**config.mk**
```make
export PLATFORM = sky130hd
export DESIGN_NAME = if_id_skid
export DESIGN_NICKNAME = d
export VERILOG_FILES = /design/src/rtl/if_id_skid.sv
export SDC_FILE = /design/constraint.sdc
export NUM_CORES = 1
export LEC_CHECK = 0
export CORE_ASPECT_RATIO = 0.6
export CORE_MARGIN = 2
export CORE_UTILIZATION = 40
export CTS_BUF_LIST = sky130_fd_sc_hd__clkbuf_8 sky130_fd_sc_hd__clkbuf_16
export DETAILED_ROUTE_END_ITERATION = 8
export PLACE_DENSITY = 0.65
export SLEW_MARGIN = 5
export SYNTH_ARGS = -nofsm -noshare
export SYNTH_HDL_FRONTEND = slang
export SYNTH_SLANG_ARGS = --single-unit
```
**constraint.sdc**
```tcl
create_clock -name clk -period 4.6 [get_ports clk]
set_clock_uncertainty 0.05 [all_clocks]
set_input_delay 1.15 -clock clk [delete_from_list [all_inputs] [get_ports clk]]
set_output_delay 1.15 -clock clk [all_outputs]
set_load 0.1 [all_outputs]
```
**src/rtl/if_id_skid.sv**
```systemverilog
`default_nettype none
// ============================================================================
// Module   : if_id_skid
// Purpose  : IF/ID pipeline stage with a 2-entry skid buffer, registered
//            up_ready and synchronous flush. Optional statistics counters are
//            enabled by defining IF_ID_STAT_EN.
// Revision : 1.0 - initial release
// ============================================================================
module if_id_skid #(
    parameter int                ADDR_W   = 32,
    parameter int                INST_W   = 32,
    parameter logic [INST_W-1:0] NOP_INST = '0,
    parameter int                CNT_W    = 32
) (
    input  logic              clk,
    input  logic              rst,
    input  logic              flush,
    input  logic              up_valid,
    output logic              up_ready,
    input  logic [ADDR_W-1:0] up_pc,
    input  logic [INST_W-1:0] up_inst,
    output logic              dn_valid,
    input  logic              dn_ready,
    output logic [ADDR_W-1:0] dn_pc,
`ifdef IF_ID_STAT_EN
    output logic [INST_W-1:0] dn_inst,
    output logic [CNT_W-1:0]  stall_cnt,
    output logic [CNT_W-1:0]  bubble_cnt
`else
    output logic [INST_W-1:0] dn_inst
`endif
);

    typedef enum logic [1:0] {
        S_EMPTY = 2'b00,
        S_ONE   = 2'b01,
        S_FULL  = 2'b10
    } state_t;

    state_t              r_state;
    logic                r_dn_valid;
    logic                r_up_ready;
    logic [ADDR_W-1:0]   r_main_pc;
    logic [INST_W-1:0]   r_main_inst;
    logic [ADDR_W-1:0]   r_skid_pc;
    logic [INST_W-1:0]   r_skid_inst;

    logic                w_up_xfer;
    logic                w_dn_xfer;
    logic                w_illegal;

    assign w_up_xfer = up_valid & r_up_ready;
    assign w_dn_xfer = r_dn_valid & dn_ready;
    assign w_illegal = (r_state != S_EMPTY) && (r_state != S_ONE) && (r_state != S_FULL);

    // The unused 2'b11 encoding is folded into the clear path so it lands in EMPTY.
    always_ff @(posedge clk) begin
        if (rst || flush || w_illegal) begin
            r_state     <= S_EMPTY;
            r_dn_valid  <= 1'b0;
            r_up_ready  <= 1'b1;
            r_main_pc   <= '0;
            r_main_inst <= NOP_INST;
            r_skid_pc   <= '0;
            r_skid_inst <= '0;
        end else begin
            case (r_state)
                S_EMPTY: begin
                    if (w_up_xfer) begin
                        r_main_pc   <= up_pc;
                        r_main_inst <= up_inst;
                        r_dn_valid  <= 1'b1;
                        r_state     <= S_ONE;
                    end
                end
                S_ONE: begin
                    if (w_up_xfer && w_dn_xfer) begin
                        r_main_pc   <= up_pc;
                        r_main_inst <= up_inst;
                    end else if (w_up_xfer) begin
                        // Decode stalled: park the new entry and drop ready next cycle.
                        r_skid_pc   <= up_pc;
                        r_skid_inst <= up_inst;
                        r_up_ready  <= 1'b0;
                        r_state     <= S_FULL;
                    end else if (w_dn_xfer) begin
                        r_main_pc   <= '0;
                        r_main_inst <= NOP_INST;
                        r_dn_valid  <= 1'b0;
                        r_state     <= S_EMPTY;
                    end
                end
                S_FULL: begin
                    if (w_dn_xfer) begin
                        r_main_pc   <= r_skid_pc;
                        r_main_inst <= r_skid_inst;
                        r_skid_pc   <= '0;
                        r_skid_inst <= '0;
                        r_up_ready  <= 1'b1;
                        r_state     <= S_ONE;
                    end
                end
                default: begin
                    r_state <= S_EMPTY;
                end
            endcase
        end
    end

    assign up_ready = r_up_ready;
    assign dn_valid = r_dn_valid;
    assign dn_pc    = r_main_pc;
    assign dn_inst  = r_main_inst;

`ifdef IF_ID_STAT_EN
    logic [CNT_W-1:0] r_stall_cnt;
    logic [CNT_W-1:0] r_bubble_cnt;

    // Counters survive flush; only reset clears them. Both saturate at all-ones.
    always_ff @(posedge clk) begin
        if (rst) begin
            r_stall_cnt  <= '0;
            r_bubble_cnt <= '0;
        end else begin
            if (r_dn_valid && !dn_ready && (r_stall_cnt != '1))
                r_stall_cnt <= r_stall_cnt + 1'b1;
            if (!r_dn_valid && (r_bubble_cnt != '1))
                r_bubble_cnt <= r_bubble_cnt + 1'b1;
        end
    end

    assign stall_cnt  = r_stall_cnt;
    assign bubble_cnt = r_bubble_cnt;
`endif

endmodule
`default_nettype wire

```
# After elaboration in Yosys (flattened, before gate mapping)
# Cells that the tools add are included.
[classes] n_mux=29 eq_ne=13 reduce_logical=14 bitwise=2
[ops] op="$mux 32" count=10
[ops] op="$pmux 32 s3" count=2
[ops] op="$pmux 32 s2" count=2
[ops] op="$ne 2x2->1 const B" count=7
[ops] op="$mux 2" count=5
[ops] op="$reduce_and 5->1" count=2
[ops] op="$ne 3x3->1 const B" count=3
[ops] op="$reduce_and 4->1" count=2
[ops] op="$mux 1" count=7
[ops] op="$pmux 2 s3" count=1
[ops] op="$reduce_bool 2->1" count=3
[ops] op="$pmux 1 s2" count=2
[ops] op="$logic_and 1x1->1" count=3
[ops] op="$reduce_bool 3->1" count=1
[ops] op="$and 1x1->1" count=2
[ops] op="$eq 2x1->1 const B" count=1
[ops] op="$eq 2x2->1 const B" count=1
[ops] op="$logic_not 2->1" count=1
[ops] op="$logic_or 1x1->1" count=2
[ops] op="$ne 2x1->1 const B" count=1
[word_totals] reg_bits=132 inputBits=69 output_inout_bits=66

# Longest topological paths before layout
# Gate-level depths: netlist of the first run.
[depth] depth_word=5 ltp_mapped=9 mapped_depth_nobuf=6

# Worst setup path before layout of the first run
# OpenSTA, ideal clock, no wires.
[synth_path] path_type="in2reg" from="in dn_ready" to="reg r_skid_inst[5]" stages=7 n_path_buf=3 arrival_time_ps=2181 setup_slack_ps=2242 path_cell_list="and2_1 -> buf_2 -> o31a_1 -> buf_2 -> buf_2 -> a22oi_1 -> nor2_1"
[synth_via] elab_chain_len=4 word_cells_on_any_way=5 classes_between="eq/ne (2); bitwise (1); reduce/logical (2)"
[synth_rtl] element="start: declaration" line_no="23" text="input logic dn_ready,"
[synth_rtl] element="$and 1x1->1 *" line_no="53" text="assign w_dn_xfer = r_dn_valid & dn_ready;"
[synth_rtl] element="$logic_and 1x1->1" line_no="77" text="if (w_up_xfer && w_dn_xfer) begin"
[synth_rtl] element="$ne 2x2->1 (no line)"
[synth_rtl] element="$reduce_and 4->1 (no line) *"
[synth_rtl] element="end signal: assignment" line_no="83" text="r_skid_inst <= up_inst;"
[synth_rtl] element="end: declaration" line_no="46" text="logic [INST_W-1:0] r_skid_inst;"
# Mark *: on every way between the ends. The rest lies on a longest branch, timed or not.
# A chain may end at the register's enable or synchronous reset.

# Worst setup path after layout of the first run
[layout_path] from="reg r_dn_valid (netlist: dn_valid)" to="out dn_valid"
[layout_lines] element="start: declaration" line_no="41" text="logic r_dn_valid;"
[layout_lines] element="start signal: assignment" line_no="60" text="r_dn_valid <= 1'b0;"
[layout_lines] element="start signal: assignment" line_no="72" text="r_dn_valid <= 1'b1;"
[layout_lines] element="start signal: assignment" line_no="89" text="r_dn_valid <= 1'b0;"
[layout_lines] element="end: declaration" line_no="22" text="output logic dn_valid,"
# No word-level cell between the ends.

==> summary.txt, run 1 <==
GRT
  – Antenna violations before repair: 1
  – Global-route wire length before repair: 24.4 mm
  – GRT Util Overall: 0.213
  – Vias in the first global route: 4683
  – Largest net degree at the start of global routing: 67
  – Grt ovf: 0

Worst setup path
  – Critical path cell sequence: clkdlybuf4s50_1
  – Flop2flop setup slack: 2.15 ns
  – Worst path top cell family by delay: buffers and inverters
  – Delay of the slowest critical-path stage: 1.19 ns
  – CP bufs+invs: 1
  – Setup crit start kind: flop
  – Required time worst endpoint: 3.40 ns
  – Worst setup path class: flop to output port
  – Critical path arrival: 2.05 ns
  – Crit. End Element: output port
  – Slowest cell on the critical path: clkdlybuf4s50_1
  – CP max FO: 7

Yosys
  – Async S/R FF share, synth: 0
  – Post-Syn Area per Cell: 10.1 um2
  – Post-synth top cells: dfxtp_1, nor2_1, a22oi_1
  – Yosys top cell area share: 0.476
  – Ys Warns: 0
  – Post-synth top area cell: dfxtp_1
  – #FFs+latches synth: 132
  – Mapped Cells: 550
  – Distinct cells, synth: 33
  – Sequential element share of the synthesized area: 0.476
  – Post-synth top flop: dfxtp_1
  – Largest cells by area after synthesis: dfxtp_1, a221oi_2, nor2_1
  – Most common cell in the netlist: dfxtp_1
  – Post-Syn Area: 5550 um2
  – Syn nets: 623
  – Post-synth EDFFs: 0

Floorplan
  – Starting density of the core: 0.408
  – Core Area: 13600 um2
  – Die Height: 95.3 um
  – Die width: 156 um
  – Top Ports: 135
  – Full die area: 14900 um2
  – Row cnt: 33

Detailed routing
  – Wire per inst: 18.8 um
  – Drt drc: 0
  – Via count: 4811
  – Final ANT Viol Nets: 0
  – Iteration-0 DRC Markers: 379
  – Vias per Instance: 5.73
  – Wirelength, routed: 15.8 mm
  – Router iterations before antenna repair: 5

Clock tree
  – Longest Clk Path Bufs: 2
  – CTS tree: yes
  – Clock Latency Late Sink: 0.41 ns
  – Postcts setup bufs: 0
  – Clock sink count: 132
  – H-tree levels: 4
  – Post_cts resized: 0
  – Clk pin slew, worst setup/hold paths: 0.06 ns
  – CTS Buf Count: 17
  – CTS Root Cell: clkbuf_16
  – Post-CTS Hold Buffers: 0

Power
  – Peak supply drop: 0.218 mV
  – Leakage: 0.00258 uW
  – Total power draw: 3290 uW
  – PwrDens: 445 nW/um2

Placed design
  – DP HPWL: 9.50 mm
  – GP Congestion: 0.822
  – Number of port buffers: 134

Finish
  – Nets: 728
  – Final core occ: 0.543
  – Layout cells sized above 1: 0.158
  – FILL cells: 1180
  – Area growth syn-to-layout: 33.3%

STA
  – RSZ-0062 raised after global routing: false
  – Slew HR: 0.245
  – Crit share post-route: 0.707
  – Max Freq: 0.307 GHz
  – Final setup violation count: 0
  – Setup TNS: 0 ns
  – Final Critical Period: 3.25 ns
  – Final hold viol count: 0
  – Worst slew pin tran: 1.13 ns
  – Max-slew violations: 0

Flow run
  – Number of max-cap violations: 0

Run status
  – Status: finished, final reports clean

Hold path
  – Hold crit path type: flop to flop
cell type report:
type	count	area, um2	share of cell area
Antenna cell	1	2.50	0.000338
Multi-Input combinational cell	360	2540	0.343
Timing Repair Buffer	142	1410	0.191
Inverter	2	7.51	0.00101
Clock buffer	22	494	0.0668
Sequential cell	132	2640	0.357
Tap cell	175	219	0.0296
Clock inverter	6	80.1	0.0108
final timing paths:
check	start	end	cells past startpoint
max	dn_valid$_SDFFE_PP0P_	dn_valid	1
min	dn_pc[23]$_SDFFE_PP0P_	dn_pc[23]$_SDFFE_PP0P_	2
max reg2reg	r_state[0]$_SDFFE_PP0P_	dn_inst[7]$_SDFFE_PP0P_	6
min reg2reg	dn_pc[23]$_SDFFE_PP0P_	dn_pc[23]$_SDFFE_PP0P_	2
where the power goes:
group	total, uW	internal [uW]	switching [uW]
Sequential	1220	1190	31.7
Clock	1320	852	472
Combinational	746	225	521
Total	3290	2270	1020
registers in the layout (all words and copies together), names as in the netlist:
register and cells:
r_skid_pc 32, dn_inst 32, r_skid_inst 32, dn_valid 1
r_state 2, up_ready 1, dn_pc 32
cells in the final DEF (no fill, tap or decap), types with 5 or more instances in the layout:
cell type	instances
o21ai_1	60
nand2_1	5
nor2_1	131
buf_4	7
clkbuf_16	17
a221oi_2	60
o21ai_0	6
clkdlybuf4s50_1	134
dfxtp_1	132
a22oi_1	64
clkbuf_8	5
routing by layer:
metal  part of all wire  global-route usage  vias to the layer above  wire length (um)
li1                   -                   -                     2252                 -
met1               0.48               0.295                     2375              7580
met2               0.43               0.322                      166              6870
met3              0.074              0.0623                       18              1160
met4              0.012              0.0665                        0               195
met5                  0                   0                        -                 0
logic make-up (layout without fill, tap and decap cells):
kind of cell               Yosys count  in the layout  share of synthesized area
and+or+nand+nor                    149            149                      0.109
DFF                                132            132                      0.476
adders and majority gates            4              4                    0.00901
AOI/OAI and AO/OA                  206            206                      0.335
muxes                                1              1                    0.00180
other                                0              1                          0
buffers and inverters               58            172                     0.0696
metrics by stage:
step | area, um2 | instances | setup WS, ns | hold WS, ns
4_1_cts | 7400 | 839 | 1.33 | 0.450
3_5_place_dp | 6830 | 811 | 1.30 | 0.434
2_1_floorplan | 5550 | 550 | 2.24 | 0.415
6_report | 7400 | 840 | 1.35 | 0.444
3_3_place_gp | 6830 | 811 | 1.34 | 0.430
5_1_grt | 7400 | 839 | 1.28 | 0.477
Note: power is estimated with default switching activity, not from simulation.
==> run 2, diff against run 1 <==
==> constraint.sdc (replaced) <==
create_clock -name clk -period 3 [get_ports clk]
set_clock_uncertainty 0.05 [all_clocks]
set_input_delay 0.75 -clock clk [delete_from_list [all_inputs] [get_ports clk]]
set_output_delay 0.75 -clock clk [all_outputs]
set_load 0.1 [all_outputs]
==> summary.txt, run 2 (synthesized netlist as in run 1, its figures left out) <==
Detailed routing
  – Wire per inst: 18.4 um (was 18.8 um)
  – Iteration-0 DRC Markers: 303 (was 379)
  – Wirelength, routed: 15.6 mm (was 15.8 mm)
  – Via count: 4833 (was 4811)
  – Drt drc: 0 (unchanged)
  – Vias per Instance: 5.70 (was 5.73)
  – Router iterations before antenna repair: 5 (unchanged)
  – Final ANT Viol Nets: 0 (unchanged)

GRT
  – Global-route wire length before repair: 24.6 mm (was 24.4 mm)
  – Met2 Use GR: 0.312 (was 0.322)
  – Met3 Use GR: 0.0545 (was 0.0623)
  – Met1 usage: 0.301 (was 0.295)
  – Largest net degree at the start of global routing: 66 (was 67)
  – Grt ovf: 0 (unchanged)
  – Vias in the first global route: 4629 (was 4683)
  – GRT Util Overall: 0.211 (was 0.213)
  – Most Crowded Layer GR: met2 (unchanged)
  – Antenna violations before repair: 0 (was 1)

Clock tree
  – Post_cts resized: 0 (unchanged)
  – CTS Root Cell: clkbuf_16 (unchanged)
  – Postcts setup bufs: 0 (unchanged)
  – Longest Clk Path Bufs: 2 (unchanged)
  – H-tree levels: 4 (unchanged)
  – Post-CTS Hold Buffers: 0 (unchanged)
  – CTS Buf Count: 17 (unchanged)
  – Clock Latency Late Sink: 0.40 ns (was 0.41 ns)
  – Clk pin slew, worst setup/hold paths: 0.06 ns (about the same)
  – CTS tree: yes (unchanged)
  – Clock sink count: 132 (unchanged)

Worst setup path
  – Critical path arrival: 2.46 ns (was 2.05 ns)
  – Required time worst endpoint: 3.24 ns (was 3.40 ns)
  – Crit. End Element: flop (was output port)
  – Worst setup path class: primary input to flop (was flop to output port)
  – Setup crit start kind: primary input (was flop)
  – CP max FO: 30 (was 7)

Finish
  – Area growth syn-to-layout: 31.8% (was 33.3%)
  – Antenna cell count: 0 (was 1)
  – FILL cells: 1193 (was 1180)
  – Commonest non-fill, non-tap cell in the layout: dfxtp_1 (was clkdlybuf4s50_1)
  – Multi-input logic area: 2540 um2 (unchanged)
  – Commonest cells after routing, fill and taps aside: dfxtp_1, nor2_1, buf_4, clkdlybuf4s50_1, a22oi_1 (was clkdlybuf4s50_1, dfxtp_1, nor2_1, a22oi_1)
  – Nets: 735 (was 728)
  – Layout cells sized above 1: 0.267 (was 0.158)
  – Final core occ: 0.537 (was 0.543)
  – Fin cells: 848 (was 840)
  – Sequential cell area: 2640 um2 (unchanged)

Floorplan
  – Row cnt: 33 (unchanged)
  – Full die area: 14900 um2 (unchanged)
  – Top Ports: 135 (unchanged)
  – Die Height: 95.3 um (unchanged)
  – Die width: 156 um (unchanged)
  – Core Area: 13600 um2 (unchanged)
  – Starting density of the core: 0.408 (unchanged)

STA
  – Final Critical Period: 2.23 ns
  – Final setup violation count: 0 (unchanged)
  – Max-slew violations: 0 (unchanged)
  – Crit share post-route: 0.742
  – Setup TNS: 0 ns (unchanged)
  – Fin Hold WS: 0.452 ns (was 0.444 ns)
  – Max Freq: 0.449 GHz
  – RSZ-0062 raised after global routing: false (unchanged)
  – Slew HR: 0.516 (was 0.245)
  – Final hold viol count: 0 (unchanged)
  – Worst slew pin tran: 0.725 ns (was 1.13 ns)

Power
  – Peak supply drop: 0.378 mV (was 0.218 mV)
  – Leakage: 0.00274 uW (was 0.00258 uW)
  – PwrDens: 674 nW/um2 (was 445 nW/um2)
  – Total power draw: 4930 uW (was 3290 uW)

Placed design
  – Placed instance count: 818 (was 811)
  – DP HPWL: 9.76 mm (was 9.50 mm)
  – GP Congestion: 0.816 (was 0.822)
  – Number of port buffers: 134 (unchanged)

Run status
  – Status: finished, final reports clean (unchanged)

Flow run
  – Number of max-cap violations: 0 (unchanged)

Hold path
  – Hold crit path type: flop to flop (unchanged)
==> run 2: path summary, 6_finish.rpt <==
kind | from | cells past startpoint | slack, ns | endpoint
worst max-delay path | up_valid | 6 | 0.77 | dn_inst[17]$_SDFFE_PP0P_
worst min register to register | dn_pc[30]$_SDFFE_PP0P_ | 2 | 0.45 | dn_pc[30]$_SDFFE_PP0P_
worst max register to register | r_state[0]$_SDFFE_PP0P_ | 6 | 0.81 | dn_inst[6]$_SDFFE_PP0P_
worst min-delay path | dn_pc[30]$_SDFFE_PP0P_ | 2 | 0.45 | dn_pc[30]$_SDFFE_PP0P_
==> run 2: layout make-up <==
class,instances,share of cell area
multi-input combinational,360,0.347
inverter,2,0.00103
clock buffer,19,0.0619
timing repair buffer,149,0.186
tap,175,0.0299
sequential,132,0.361
clock inverter,11,0.0121
==> run 2: metrics by stage <==
| step | worst slack (ns) | cell area [um2] |
|---|---|---|
| global placement | 0.379 | 6780 |
| global route | 0.699 | 7320 |
| finish | 0.774 | 7320 |
| detailed placement | 0.385 | 6780 |
| floorplan | 0.693 | 5550 |
| CTS | 0.801 | 7320 |
==> run 2: worst max-delay path: stages <==
cell and delay (ns):
clkdlybuf4s50_1 0.59, nand2_2 0.17, a211o_4 0.43, buf_12 0.20, a221oi_2 0.24, nor2_1 0.08
==> run 2: power breakdown <==
group | internal, uW | switching, uW
Sequential | 1830 | 48.3
Combinational | 346 | 805
Clock | 1160 | 745
==> run 2: layer usage <==
layer,vias to the layer above,part of all wire
li1,2268,-
met1,2372,0.48
met2,181,0.42
met3,12,0.083
met4,0,0.0085
met5,-,0
